`config.mk`:
```
export PLATFORM = sky130hd
export DESIGN_NAME = debouncer
export DESIGN_NICKNAME = d
export VERILOG_FILES = /design/src/rtl/debouncer.sv
export SDC_FILE = /design/constraint.sdc
export NUM_CORES = 1
export LEC_CHECK = 0
export BUFFER_PORTS_ARGS = -buffer_cell sky130_fd_sc_hd__buf_2
export CORE_UTILIZATION = 40
export CTS_CLUSTER_SIZE = 14
export DETAILED_ROUTE_END_ITERATION = 10
export GPL_TIMING_DRIVEN = 1
export MAX_ROUTING_LAYER = met4
export SLEW_MARGIN = 40
export SYNTH_ARGS = -nofsm -noshare
export SYNTH_HDL_FRONTEND = slang
export SYNTH_SLANG_ARGS = --single-unit
```
`constraint.sdc`:
```
create_clock -name clk -period 1.64 [get_ports clk]
set_clock_uncertainty 0.1 [all_clocks]
set_input_delay 0.164 -clock clk [delete_from_list [all_inputs] [get_ports clk]]
set_output_delay 0.164 -clock clk [all_outputs]
set_load 0.02 [all_outputs]
```
`src/rtl/debouncer.sv`:
```
// debouncer: removes contact bounce from a mechanical switch input.
//
// The raw input is sampled once per tick of a free-running divider. A change
// of level is accepted only after STABLE_CNT consecutive ticks during which
// the input held its new value. Any revert during that window discards the
// change. Outputs are a registered debounced level (db_level) and a
// single-cycle pulse (db_tick) on every accepted rising edge.
//
// Build option: define DEBOUNCER_SYNC_EN to insert a 2-flop synchronizer in
// front of the filter. Use this when sw is not already synchronous to clk.
// This adds two cycles to every latency. The default build omits it.
//
// Handshake: none. sw is a free-running level input. db_level is a level
// output. db_tick is a strobe that is valid for exactly one clk cycle with
// no back-pressure.

module debouncer #(
    parameter int TICK_DIV   = 100000,  // clk cycles per sample tick, >= 2
    parameter int STABLE_CNT = 4        // stable ticks to accept a change, >= 1
) (
    input  logic clk,
    input  logic rst,       // synchronous, active low
    input  logic sw,
    output logic db_level,
    output logic db_tick
);

    // ------------------------------------------------------------------
    // Derived widths and constants
    // ------------------------------------------------------------------
    localparam int TW = (TICK_DIV   > 1) ? $clog2(TICK_DIV)   : 1;
    localparam int CW = (STABLE_CNT > 1) ? $clog2(STABLE_CNT) : 1;

    localparam logic [TW-1:0] TICK_MAX  = TW'(TICK_DIV - 1);
    localparam logic [CW-1:0] SCNT_LOAD = CW'(STABLE_CNT - 1);
    localparam logic [CW-1:0] SCNT_ZERO = '0;

    // ------------------------------------------------------------------
    // FSM state encoding
    // ------------------------------------------------------------------
    typedef enum logic [1:0] {
        ZERO  = 2'd0,   // debounced low, input agrees
        WAIT1 = 2'd1,   // debounced low, input high, qualifying the rise
        ONE   = 2'd2,   // debounced high, input agrees
        WAIT0 = 2'd3    // debounced high, input low, qualifying the fall
    } state_t;

    state_t          state;
    state_t          state_nx;
    logic [CW-1:0]   scnt;
    logic [CW-1:0]   scnt_nx;
    logic [TW-1:0]   tick_cnt;
    logic            m_tick;
    logic            sw_s;
    logic            level_nx;
    logic            tick_nx;

    // ------------------------------------------------------------------
    // Input conditioning
    // ------------------------------------------------------------------
`ifdef DEBOUNCER_SYNC_EN
    logic sync_q1;
    logic sync_q2;

    // Two-flop synchronizer that brings the asynchronous switch level into the clk domain.
    always_ff @(posedge clk) begin
        if (!rst) begin
            sync_q1 <= 1'b0;
            sync_q2 <= 1'b0;
        end else begin
            sync_q1 <= sw;
            sync_q2 <= sync_q1;
        end
    end

    assign sw_s = sync_q2;
`else
    // The input is already synchronous to clk, so it is used directly.
    assign sw_s = sw;
`endif

    // ------------------------------------------------------------------
    // Sample-tick divider
    // ------------------------------------------------------------------
    // Free-running 0..TICK_DIV-1 counter. It restarts from 0 after every reset.
    always_ff @(posedge clk) begin
        if (!rst) begin
            tick_cnt <= '0;
        end else if (tick_cnt == TICK_MAX) begin
            tick_cnt <= '0;
        end else begin
            tick_cnt <= tick_cnt + TW'(1);
        end
    end

    assign m_tick = (tick_cnt == TICK_MAX);

    // ------------------------------------------------------------------
    // Filter FSM
    // ------------------------------------------------------------------
    // Next-state logic. A revert of sw_s is tested before m_tick, so a revert
    // wins over a tick that would otherwise complete the change.
    always_comb begin
        state_nx = state;
        scnt_nx  = scnt;
        case (state)
            ZERO: begin
                if (sw_s) begin
                    state_nx = WAIT1;
                    scnt_nx  = SCNT_LOAD;
                end
            end
            WAIT1: begin
                if (!sw_s) begin
                    state_nx = ZERO;
                end else if (m_tick) begin
                    if (scnt == SCNT_ZERO) begin
                        state_nx = ONE;
                    end else begin
                        scnt_nx = scnt - CW'(1);
                    end
                end
            end
            ONE: begin
                if (!sw_s) begin
                    state_nx = WAIT0;
                    scnt_nx  = SCNT_LOAD;
                end
            end
            WAIT0: begin
                if (sw_s) begin
                    state_nx = ONE;
                end else if (m_tick) begin
                    if (scnt == SCNT_ZERO) begin
                        state_nx = ZERO;
                    end else begin
                        scnt_nx = scnt - CW'(1);
                    end
                end
            end
            default: begin
                state_nx = ZERO;
                scnt_nx  = SCNT_ZERO;
            end
        endcase
    end

    // Output decode from the next state. The outputs are registered alongside
    // the state, so they always match the state held in the register.
    always_comb begin
        level_nx = (state_nx == ONE) || (state_nx == WAIT0);
        tick_nx  = (state == WAIT1) && (state_nx == ONE);
    end

    // State, stable counter and output registers. Reset overrides everything.
    always_ff @(posedge clk) begin
        if (!rst) begin
            state    <= ZERO;
            scnt     <= SCNT_ZERO;
            db_level <= 1'b0;
            db_tick  <= 1'b0;
        end else begin
            state    <= state_nx;
            scnt     <= scnt_nx;
            db_level <= level_nx;
            db_tick  <= tick_nx;
        end
    end

endmodule

```
======== Yosys cells after proc, flatten, opt, wreduce, memory -nomap -nowiden ========
Cells that the tools add are included.
operators by class
  reductions and logical operators ........ 6
  muxes and demuxes ....................... 16
  eq/ne operators ......................... 10
  bitwise operators ....................... 1
  add/subtract/negate cells ............... 2
operators by type and width
  operator                 number
  $mux W2                  14
  $add A17 B1 Y17 const B  1
  $eq A17 B17 Y1 const B   1
  $pmux W2 S4              2
  $eq A2 B2 Y1 const B     4
  $ne A2 B2 Y1 const B     4
  $logic_not A2 Y1         2
  $reduce_and A4 Y1        1
  $eq A2 B1 Y1 const B     1
  $reduce_or A2 Y1         1
  $sub A2 B1 Y2 const B    1
  $logic_and A1 B1 Y1      1
  $logic_or A1 B1 Y1       1
  $not A1 Y1               1
word-level totals
  bits in registers ....................... 23
  logic and storage cells ................. 40
  bits of input ports ..................... 3

======== Longest topological paths before layout ========
Gate-level depths: netlist of the first run.
  depth after elaboration ................. 7
  depth in mapped cells ................... 7
  depth with buffers taken out ............ 5

======== Least setup slack after synthesis of the first run ========
No wires, ideal clock.
  path kind ............................... reg-to-reg
  start ................................... register tick_cnt[0]
  end ..................................... register scnt[0]
  arrival ................................. 1523 ps
  stages on the path, launching flop included .. 7
  data required time ...................... 1423 ps
  setup slack ............................. -100 ps
  buffers on the path ..................... 1
  clock period less this slack ............ 1740 ps
  cell sequence ........................... dfxtp_1 -> ha_1 -> and4_1 -> buf_6 -> nand4_4 -> or3_1 -> and4b_1
between the ends
  longest elaborated chain between the ends .. 4
  elaborated cells between the ends (all ways) .. 5
  classes of those cells .................. 1 x eq/ne; 4 x mux
ends and longest elaborated chain
  what                        RTL line  RTL
  start: declaration          52        logic [TW-1:0] tick_cnt;
  start signal: assignment    92        tick_cnt <= tick_cnt + TW'(1);
  $eq A17 B17 Y1 (*)          96        assign m_tick = (tick_cnt == TICK_MAX);
  $mux W2 (*)                 n/a
  $mux W2 (on tied branches)  n/a
  $pmux W2 S4 (*)             n/a
  end signal: assignment      164       scnt <= scnt_nx;
  end: declaration            50        logic [CW-1:0] scnt;
Mark *: on every way between the ends. The rest lies on a longest branch, timed or not. The select of a mux whose other input is x is not followed.
A chain may end at the register's enable or synchronous reset.

======== Worst setup path after layout of the first run ========
  start ................................... register tick_cnt[1]
  end ..................................... register tick_cnt[16]
between the ends
  longest elaborated chain between the ends .. 2
  elaborated cells between the ends (all ways) .. 3
  classes of those cells .................. 1 x add/sub; 1 x eq/ne; 1 x reduce/logical
ends and longest elaborated chain
  what
  parallel branches: the longest is 2 deep, another holds $add A17 B1 Y17
Several ways; the timed one is not identified.

==> impl_metrics.tcl, run 1 <==
set metrics [dict create \
    peakVddDrop_mv 0.416 \
    start_kind "register" \
    hold_path.startpoint "rst" \
    grtUsageTotal_pct 17.2 \
    synth_area_leaders "dfxtp_1, xor2_1, nand3_1" \
    antenna_left 0 \
    antenna_found_initial 0 \
    drtIter0Drc 21 \
    die_h_microns 53.0 \
    hold_violations 0 \
    syn_nets 119 \
    ios 5 \
    syn2layout_area_growth_pct 23.4 \
    grt_pass1_wl_microns 3380 \
    crit_arrival_ns 1.75 \
    grt_max_degree 15 \
    status "complete, no violations" \
    hold_depth 2 \
    n_antenna_cell 0 \
    fin_tns_setup_ns 0 \
    reg2reg_slack_ns 0.03 \
    clkTransAtPathRegs_ns 0.12 \
    die_width_microns 53.0 \
    yosysWarnings 0 \
    worstReg2RegStart "tick_cnt[1]" \
    cts.sinks 22 \
    syn_area_sq_um 1040 \
    ys_seq_area_share_pct 42.3 \
    yosysMostFrequentCell "dfxtp_1" \
    met1Wirelength_microns 1060 \
    cap_viol_max_count 0 \
    clock_path_buffers 2 \
    fin_nets 143 \
    clock_latency_ns 0.30 \
    globalRouteOverflowTotal 0 \
    reg2regPathDepth 5 \
    wl_met2_microns 849 \
    slew_violations 0 \
    post-synth-top-area-cell "dfxtp_1" \
    grt_pass1_vias 777 \
    wl_met3_microns 50 \
    setup_viol 0 \
    dp_hpwl_microns 1460 \
    worst_r2r_endpoint "tick_cnt[16]" \
    fillCellCount 240 \
    slew-limit-headroom_pct 78.3 \
    async_reset_ff_share_pct 0 \
    crit_fanout 4 \
    hold_path_class "input port to register" \
    drc_errors 0 \
    fp-row-count 18 \
    initial_core_util_pct 42.0 \
    drive_gt1_share_pct 28.7 \
    htree_levels 1 \
    yosysTopAreaCellShare_pct 42.3 \
    synth_cell_type_count 34 \
    rsz0062_at_grt "yes" \
    yosys-top-cells-count "dfxtp_1, nor2_1, xor2_1, nand3_1, nand2_1" \
    hold_path_end "db_level" \
    dr.pass1.iters 4 \
    cts_tree "built" \
    ys_seq_elements 22 \
    cts_root_buf "clkbuf_4" \
    cts_buffers 3 \
    dieArea_sq_um 2810 \
    fin_util_pct 51.9 \
    wl_per_cell_microns 11.9 \
    syn_avg_cell_area_sq_um 9.13 \
    synth_flop_cell "dfxtp_1" \
    portBuffers 4 \
    pwr_density_cell_nw_per_um2 673 \
    vias 848 \
    period_needed_ns 1.61 \
    cp.required_ns 1.78 \
    synth_cells 114 \
    drt-total-wl_microns 1970 \
    highest_layer "met4" \
    max_freq_mhz 620 \
    synth_edf_count 0 \
    instances_no_fill 166 \
    core_area_sq_um 2480 \
    p_leak_nw 0.519 \
    routed_via_density 5.11 \
    endpoint_kind "register" \
    worstMarginPinSlew_ns 0.322 \
    gp_congestion 0.768 \
    dp.cells 160 \
    crit_type "register to register" \
    finalCritPeriodShare_pct 98.4 \
]
## worst max path at each step
stage	cells past startpoint	slack (ns)	start	endpoint
after floorplan	6	0.01	tick_cnt[0]	tick_cnt[16]
after global placement	5	0.01	tick_cnt[1]	tick_cnt[16]
after detailed placement	5	-0.04	tick_cnt[1]	tick_cnt[16]
after CTS	5	0.007	tick_cnt[1]	tick_cnt[16]
after global routing	5	-0.01	tick_cnt[1]	scnt[0]
final	5	0.03	tick_cnt[1]	tick_cnt[16]
## power by group
part / internal, W / switching (W) / leakage, nW
Combinational: 0.0000370 / 0.0000344 / 0.324
Sequential: 0.000547 / 0.0000102 / 0.181
Clock: 0.0000856 / 0.000151 / 0.0138
## layout by cell type (no fill, tap or decap), types with 2 or more instances in the layout
cell       n
dfxtp_1   16
nand4_1    3
nor3_1     2
o21ai_0    3
inv_1      4
buf_2      4
nor4_1     2
nor2_1    12
buf_4     16
nand2_1    8
clkbuf_4   3
o21a_1     2
and3_1     4
dfxtp_2    6
xnor2_1    3
a21oi_1    3
or3_1      3
and2_1     3
xor2_1    10
and4b_1    2
nand3_1    9
## registers in the layout, indices dropped and copies added (netlist names)
name	cells
db_tick	1
tick_cnt	17
state	1
scnt	2
db_level	1
## logic make-up after synthesis
family | after synthesis | share of synthesized area (%)
AND/OR/NAND/NOR | 57 | 32.5
XOR/XNOR | 13 | 10.9
flip-flops | 22 | 42.3
adder cells (fa/ha/maj) | 2 | 2.40
buffers and inverters | 7 | 3.36
AO/OA/AOI/OAI | 13 | 8.53
## metal layers
| layer | GRT usage, % | vias up |
|---|---|---|
| met5 | - | - |
| met4 | 8.77 | 0 |
| met3 | 2.87 | 2 |
| met2 | 24.5 | 7 |
| met1 | 23.2 | 393 |
| li1 | - | 446 |
## critical path, cell delays in order, from the launching register on
cell	delay [ns]
dfxtp_2	0.38
ha_4	0.14
and4_4	0.24
nand2_2	0.06
or4_4	0.51
a21oi_2	0.12
## repair_timing
item | in CTS | in global routing
pin swaps | 0 | 1
hold endpoints to repair | 1 | 0
cloned | 0 | 0
buffers inserted | 2 | 0
hold buffers | 1 | 0
setup endpoints to repair | 2 | 4
gates resized for setup | 2 | 6
## per-stage QoR
| stage | hold WS (ns) | cell area, sq um | power (W) | worst slack (ns) |
|---|---|---|---|---|
| 6_report | 0.0705 | 1280 | 0.000865 | 0.0270 |
| 5_1_grt | 0.0660 | 1280 | 0.000914 | -0.0113 |
| 4_1_cts | 0.0548 | 1270 | 0.000878 | 0.00674 |
| 3_5_place_dp | 0.328 | 1220 | 0.000638 | -0.0368 |
| 3_3_place_gp | 0.319 | 1220 | 0.000634 | 0.0147 |
| 2_1_floorplan | 0.183 | 1060 | 0.000607 | 0.0102 |
## final cells by class
cell class / count / area [sq um] / area share, %
flip-flops and latches: 22 / 448 / 34.9
multi-input cells: 85 / 592 / 46.1
clock buffers: 3 / 22.5 / 1.75
well taps: 30 / 37.5 / 2.92
repair buffers: 22 / 170 / 13.2
inverters: 4 / 15.0 / 1.17
Power figures use the tool's default switching activity.
==> run 2: changes to the inputs <==
--- a/config.mk
+++ b/config.mk
@@ -6,11 +6,10 @@
 export NUM_CORES = 1
 export LEC_CHECK = 0
 export BUFFER_PORTS_ARGS = -buffer_cell sky130_fd_sc_hd__buf_2
-export CORE_UTILIZATION = 40
+export CORE_UTILIZATION = 45
 export CTS_CLUSTER_SIZE = 14
 export DETAILED_ROUTE_END_ITERATION = 10
 export GPL_TIMING_DRIVEN = 1
-export MAX_ROUTING_LAYER = met4
 export SLEW_MARGIN = 40
 export SYNTH_ARGS = -nofsm -noshare
 export SYNTH_HDL_FRONTEND = slang
==> run 2 against run 1 <==
Total power is 0.58% higher. Cell count decreased by 3.0%. First-iteration DRC count decreased by 67%. Core utilization increased by 5.2 points. Wire length shrank 0.86%. Clock-buffer cell count unchanged. Global-route usage up 0.27 points. Critical path depth unchanged. Sequential power barely moved. Setup slack better by 0.021 ns. Combinational power decreased by 2.9%. Highest routed layer unchanged.
==> impl_metrics.tcl, run 2 (synthesis gave the netlist of run 1 again) <==
set metrics [dict create \
    status "complete, no violations" \
    antenna_found_initial 0 \
    cap_viol_max_count 0 \
    worstMarginPinSlew_ns 0.349 \
    dr.pass1.iters 4 \
    cp.required_ns 1.79 \
    reg.largest.list "tick_cnt (17), scnt (2)" \
    n_antenna_cell 0 \
    syn2layout_area_growth_pct 20.1 \
    crit_type "register to register" \
    dp_hpwl_microns 1510 \
    reg2regPathDepth 5 \
    fin_tns_setup_ns 0 \
    cts.sinks 22 \
    gp_congestion 0.786 \
    hold_depth 3 \
    worst_r2r_endpoint "tick_cnt[16]" \
    endpoint_kind "register" \
    fillCellCount 212 \
    path_cells "ha_4 -> and4_4 -> nand2_2 -> or4_4 -> a21oi_2" \
    most-common-layout-cells "dfxtp_1, buf_4, nor2_1" \
    drt-total-wl_microns 1960 \
    cts_buffers 3 \
    reg2reg_slack_ns 0.05 \
    pre_cts_slack_ns 0.00371 \
    drive_gt1_share_pct 26.3 \
    htree_levels 1 \
    vias 847 \
    drtIter0Drc 7 \
    drc_errors 0 \
    routed_via_density 5.26 \
    cpMaxStageDelayCell "or4_4" \
    hold_path_class "input port to register" \
    dieArea_sq_um 2510 \
    clkTransAtPathRegs_ns 0.12 \
    hold_path.startpoint "rst" \
    period_needed_ns 1.59 \
    globalRouteOverflowTotal 0 \
    crit_fanout 3 \
    slew-limit-headroom_pct 76.5 \
    fin_util_pct 57.1 \
    grt_pass1_wl_microns 3330 \
    wl_per_cell_microns 12.2 \
    final-seq-area_sq_um 445 \
    cts_tree "built" \
    pwr_density_cell_nw_per_um2 696 \
    clock_path_buffers 2 \
    grt_max_degree 12 \
    clock_latency_ns 0.30 \
    p_leak_nw 0.496 \
    grtUsageTotal_pct 17.5 \
    start_kind "register" \
    hold_path_end "db_tick" \
    multiInputGateArea_sq_um 597 \
    cpPeakStageDelay_ns 0.51 \
    finalCritPeriodShare_pct 97.1 \
    top_register "tick_cnt" \
    largest_register_ffs 17 \
    setup_ws_ns 0.0478 \
    max_freq_mhz 628 \
    ios 5 \
    core_area_sq_um 2190 \
    hold_violations 0 \
    peakVddDrop_mv 0.518 \
    die_width_microns 50.1 \
    crit_arrival_ns 1.74 \
    grt_pass1_vias 809 \
    die_h_microns 50.1 \
    fp-row-count 17 \
    worstReg2RegStart "tick_cnt[1]" \
    initial_core_util_pct 47.5 \
    slew_violations 0 \
    antenna_left 0 \
    cts_root_buf "clkbuf_4" \
    layout_commonest_cell "dfxtp_1" \
    setup_viol 0 \
    fin_nets 140 \
    portBuffers 4 \
]
[run 2: changes by cell type in the layout (fill, tap and decap cells not counted)]
cell	delta
buf_4	-2
dfxtp_1	+2
dfxtp_2	-2
buf_12	-1
nand3_1	-1
nand3_2	+1
[run 2: metal layers]
metal  up-vias  global-route usage [%]  part of all wire (%)
li1        444                       -                     -
met1       393                    20.5                    47
met2         8                    30.2                    50
met3         2                    5.56                   2.6
met4         0                    4.29                  0.46
met5         -                       0                     0
[run 2: worst max-delay path by stage]
| stage | start | end | slack [ns] | depth (start not counted) |
|---|---|---|---|---|
| global placement | tick_cnt[1] | tick_cnt[16] | 0.05 | 5 |
| detailed placement | tick_cnt[1] | scnt[0] | 0.004 | 5 |
| global route | tick_cnt[1] | tick_cnt[16] | -0.007 | 5 |
| CTS | tick_cnt[1] | tick_cnt[16] | 0.02 | 5 |
| floorplan | tick_cnt[0] | tick_cnt[16] | 0.01 | 6 |
| finish | tick_cnt[1] | tick_cnt[16] | 0.05 | 5 |
[run 2: area by class of cell]
| type | instances | area share [%] |
|---|---|---|
| multi-input cells | 85 | 47.7 |
| flip-flops and latches | 22 | 35.6 |
| repair buffers | 19 | 10.8 |
| well taps | 28 | 2.80 |
| clock buffers | 3 | 1.80 |
| inverters | 4 | 1.20 |
[run 2: power by group]
group | internal [W] | switching, W
clock network | 0.0000857 | 0.000158
logic | 0.0000355 | 0.0000338
registers | 0.000547 | 0.0000104
total | 0.000668 | 0.000202
[run 2: repair_timing]
item,4_1_cts,5_1_grt
endpoints found under the setup margin,1,4
pin swaps,0,1
hold buffers,1,0
hold endpoints to repair,1,0
resized for setup,1,6
buffers inserted,0,0
[run 2: metrics by stage]
stage / hold slack, ns / cells / area (sq um) / power (W)
after global placement: 0.326 / 157 / 1200 / 0.000633
after detailed placement: 0.332 / 157 / 1200 / 0.000636
after global routing: 0.0566 / 161 / 1250 / 0.000906
final: 0.0584 / 161 / 1250 / 0.000870
after CTS: 0.0583 / 161 / 1230 / 0.000879
after floorplan: 0.183 / 114 / 1060 / 0.000607
[run 2: worst max-delay path, delay by kind of cell (launching register included)]
family | cells | cell delay, ns
fa+ha+maj | 1 | 0.13
flops | 1 | 0.37
simple gates | 3 | 0.82
compound gates | 1 | 0.11
==> run 3: changes to the inputs <==
--- a/config.mk
+++ b/config.mk
@@ -9,7 +9,7 @@
 export CORE_UTILIZATION = 45
 export CTS_CLUSTER_SIZE = 14
 export DETAILED_ROUTE_END_ITERATION = 10
-export GPL_TIMING_DRIVEN = 1
+export GPL_TIMING_DRIVEN = 0
 export SLEW_MARGIN = 40
 export SYNTH_ARGS = -nofsm -noshare
 export SYNTH_HDL_FRONTEND = slang
==> run 3 against run 2 <==
The flow now finishes with violations (negative setup slack). Combinational power decreased by 24%. Sequential share of layout area up 1.7 points. Setup slack worse by 0.070 ns. Cell count is 3.1% lower.
==> impl_metrics.tcl, run 3 (synthesis gave the netlist of run 1 again) <==
set metrics [dict create \
    status "finished, violations left" \
    violations "negative setup slack" \
    endpoint_kind "register" \
    clkTransAtPathRegs_ns 0.11 \
    initial_core_util_pct 47.5 \
    fin_nets 135 \
    hold_depth 3 \
    wl_per_cell_microns 12.5 \
    pre_cts_slack_ns -0.140 \
    vias 835 \
    die_width_microns 50.1 \
    portBuffers 3 \
    dieArea_sq_um 2510 \
    crit_type "register to register" \
    cts_buffers 3 \
    finalCritPeriodShare_pct 101 \
    grt_pass1_wl_microns 3640 \
    crit_arrival_ns 1.77 \
    drive_gt1_share_pct 27.3 \
    slew-limit-headroom_pct 74.9 \
    die_h_microns 50.1 \
    antenna_left 0 \
    n_antenna_cell 0 \
    reg.largest.list "tick_cnt (17), scnt (2)" \
    crit_family "flip-flops" \
    setup_ws_ns -0.0218 \
    gp_congestion 0.721 \
    routed_via_density 5.35 \
    pwr_density_cell_nw_per_um2 699 \
    critPathBufInv 2 \
    clock_latency_ns 0.31 \
    top_register "tick_cnt" \
    cts_root_buf "clkbuf_4" \
    hold_ws_ns 0.131 \
    slew_violations 0 \
    p_leak_nw 0.463 \
    dp_hpwl_microns 1320 \
    largest_register_ffs 17 \
    hold_path.startpoint "sw" \
    layout_commonest_cell "dfxtp_1" \
    setup_viol 3 \
    worstReg2RegStart "tick_cnt[0]" \
    antenna_found_initial 0 \
    worstMarginPinSlew_ns 0.376 \
    hold_path_class "input port to register" \
    globalRouteOverflowTotal 0 \
    crit_fanout 6 \
    cp-startpoint "tick_cnt[0]" \
    cp.required_ns 1.75 \
    cpMaxStageDelayCell "dfxtp_4" \
    cts.sinks 22 \
    cap_viol_max_count 0 \
    period_needed_ns 1.66 \
    rsz0062_at_grt "yes" \
    drc_errors 0 \
    grt_pass1_vias 842 \
    fillCellCount 194 \
    drt-total-wl_microns 1950 \
    ios 5 \
    cpPeakStageDelay_ns 0.40 \
    hold_violations 0 \
    htree_levels 1 \
    syn2layout_area_growth_pct 17.5 \
    most-common-layout-cells "dfxtp_1, nor2_1, xor2_1" \
    peakVddDrop_mv 0.458 \
    max_freq_mhz 602 \
    fp-row-count 17 \
    grt_max_degree 12 \
    path_cells "ha_4 -> and4_1 -> buf_6 -> nand4_4 -> buf_4 -> o311a_1" \
    clock_path_buffers 2 \
    grtUsageTotal_pct 19.4 \
    dr.pass1.iters 4 \
    p_total_w 0.000855 \
    reg2regPathDepth 6 \
    core_area_sq_um 2190 \
    cts_tree "built" \
    drtIter0Drc 15 \
    start_kind "register" \
    cp_num_cells 6 \
]
-- run 3: cell types whose count changed in the layout (fill, tap and decap cells not counted), moves of 2 or more --
cell	change
dfxtp_4	+2
dfxtp_2	+3
nor4_2	+2
dfxtp_1	-5
buf_4	-6
-- run 3: repair_timing --
item	4_1_cts	5_1_grt
buffers inserted	7	0
endpoints found under the setup margin	12	17
hold buffers	1	0
resized for setup	3	12
hold endpoints to repair	1	0
pin swaps	3	0
-- run 3: worst register-to-register path, cell delays in order, from the launching register on --
cell and delay [ns]:
dfxtp_4 0.40, ha_4 0.13, and4_1 0.18, buf_6 0.12, nand4_4 0.12, buf_4 0.18
o311a_1 0.33
-- run 3: cell type report --
| type | instances | area [sq um] | area share [%] |
|---|---|---|---|
| Inverter | 4 | 15.0 | 1.23 |
| Tap cell | 28 | 35.0 | 2.86 |
| Clock buffer | 3 | 22.5 | 1.84 |
| Sequential cell | 22 | 457 | 37.3 |
| Multi-Input combinational cell | 85 | 594 | 48.6 |
| Timing Repair Buffer | 11 | 77.6 | 6.34 |
| Buffer | 3 | 22.5 | 1.84 |
-- run 3: stage by stage --
step / cells / TNS [ns] / cell area, sq um / utilization (%)
floorplan: 114 / 0 / 1060 / -
global placement: 145 / -1.30 / 1110 / 50.5
detailed placement: 145 / -1.51 / 1110 / 50.5
CTS: 156 / -0.0294 / 1200 / 54.7
global route: 156 / -0.344 / 1220 / 55.9
finish: 156 / -0.0489 / 1220 / 55.9
-- run 3: per-layer routing --
layer  track usage [%]  part of all wire [%]  vias to the layer above
met5                 0                     0                        -
met4              7.62                   1.6                        0
met3              6.48                   3.2                        5
met2              30.9                    47                       11
met1              23.7                    48                      383
li1                  -                     -                      436
-- run 3: worst paths after layout --
check	slack, ns	end
worst max register to register	-0.02	scnt[1]
worst max-delay path	-0.02	scnt[1]
worst min-delay path	0.13	state[0]
worst min register to register	0.37	tick_cnt[0]
-- run 3: where the power goes --
group          leakage, nW  switching, W  internal (W)
clock               0.0138      0.000157     0.0000859
combinational        0.266     0.0000281     0.0000243
sequential           0.183     0.0000138      0.000546
total                0.463      0.000199      0.000656
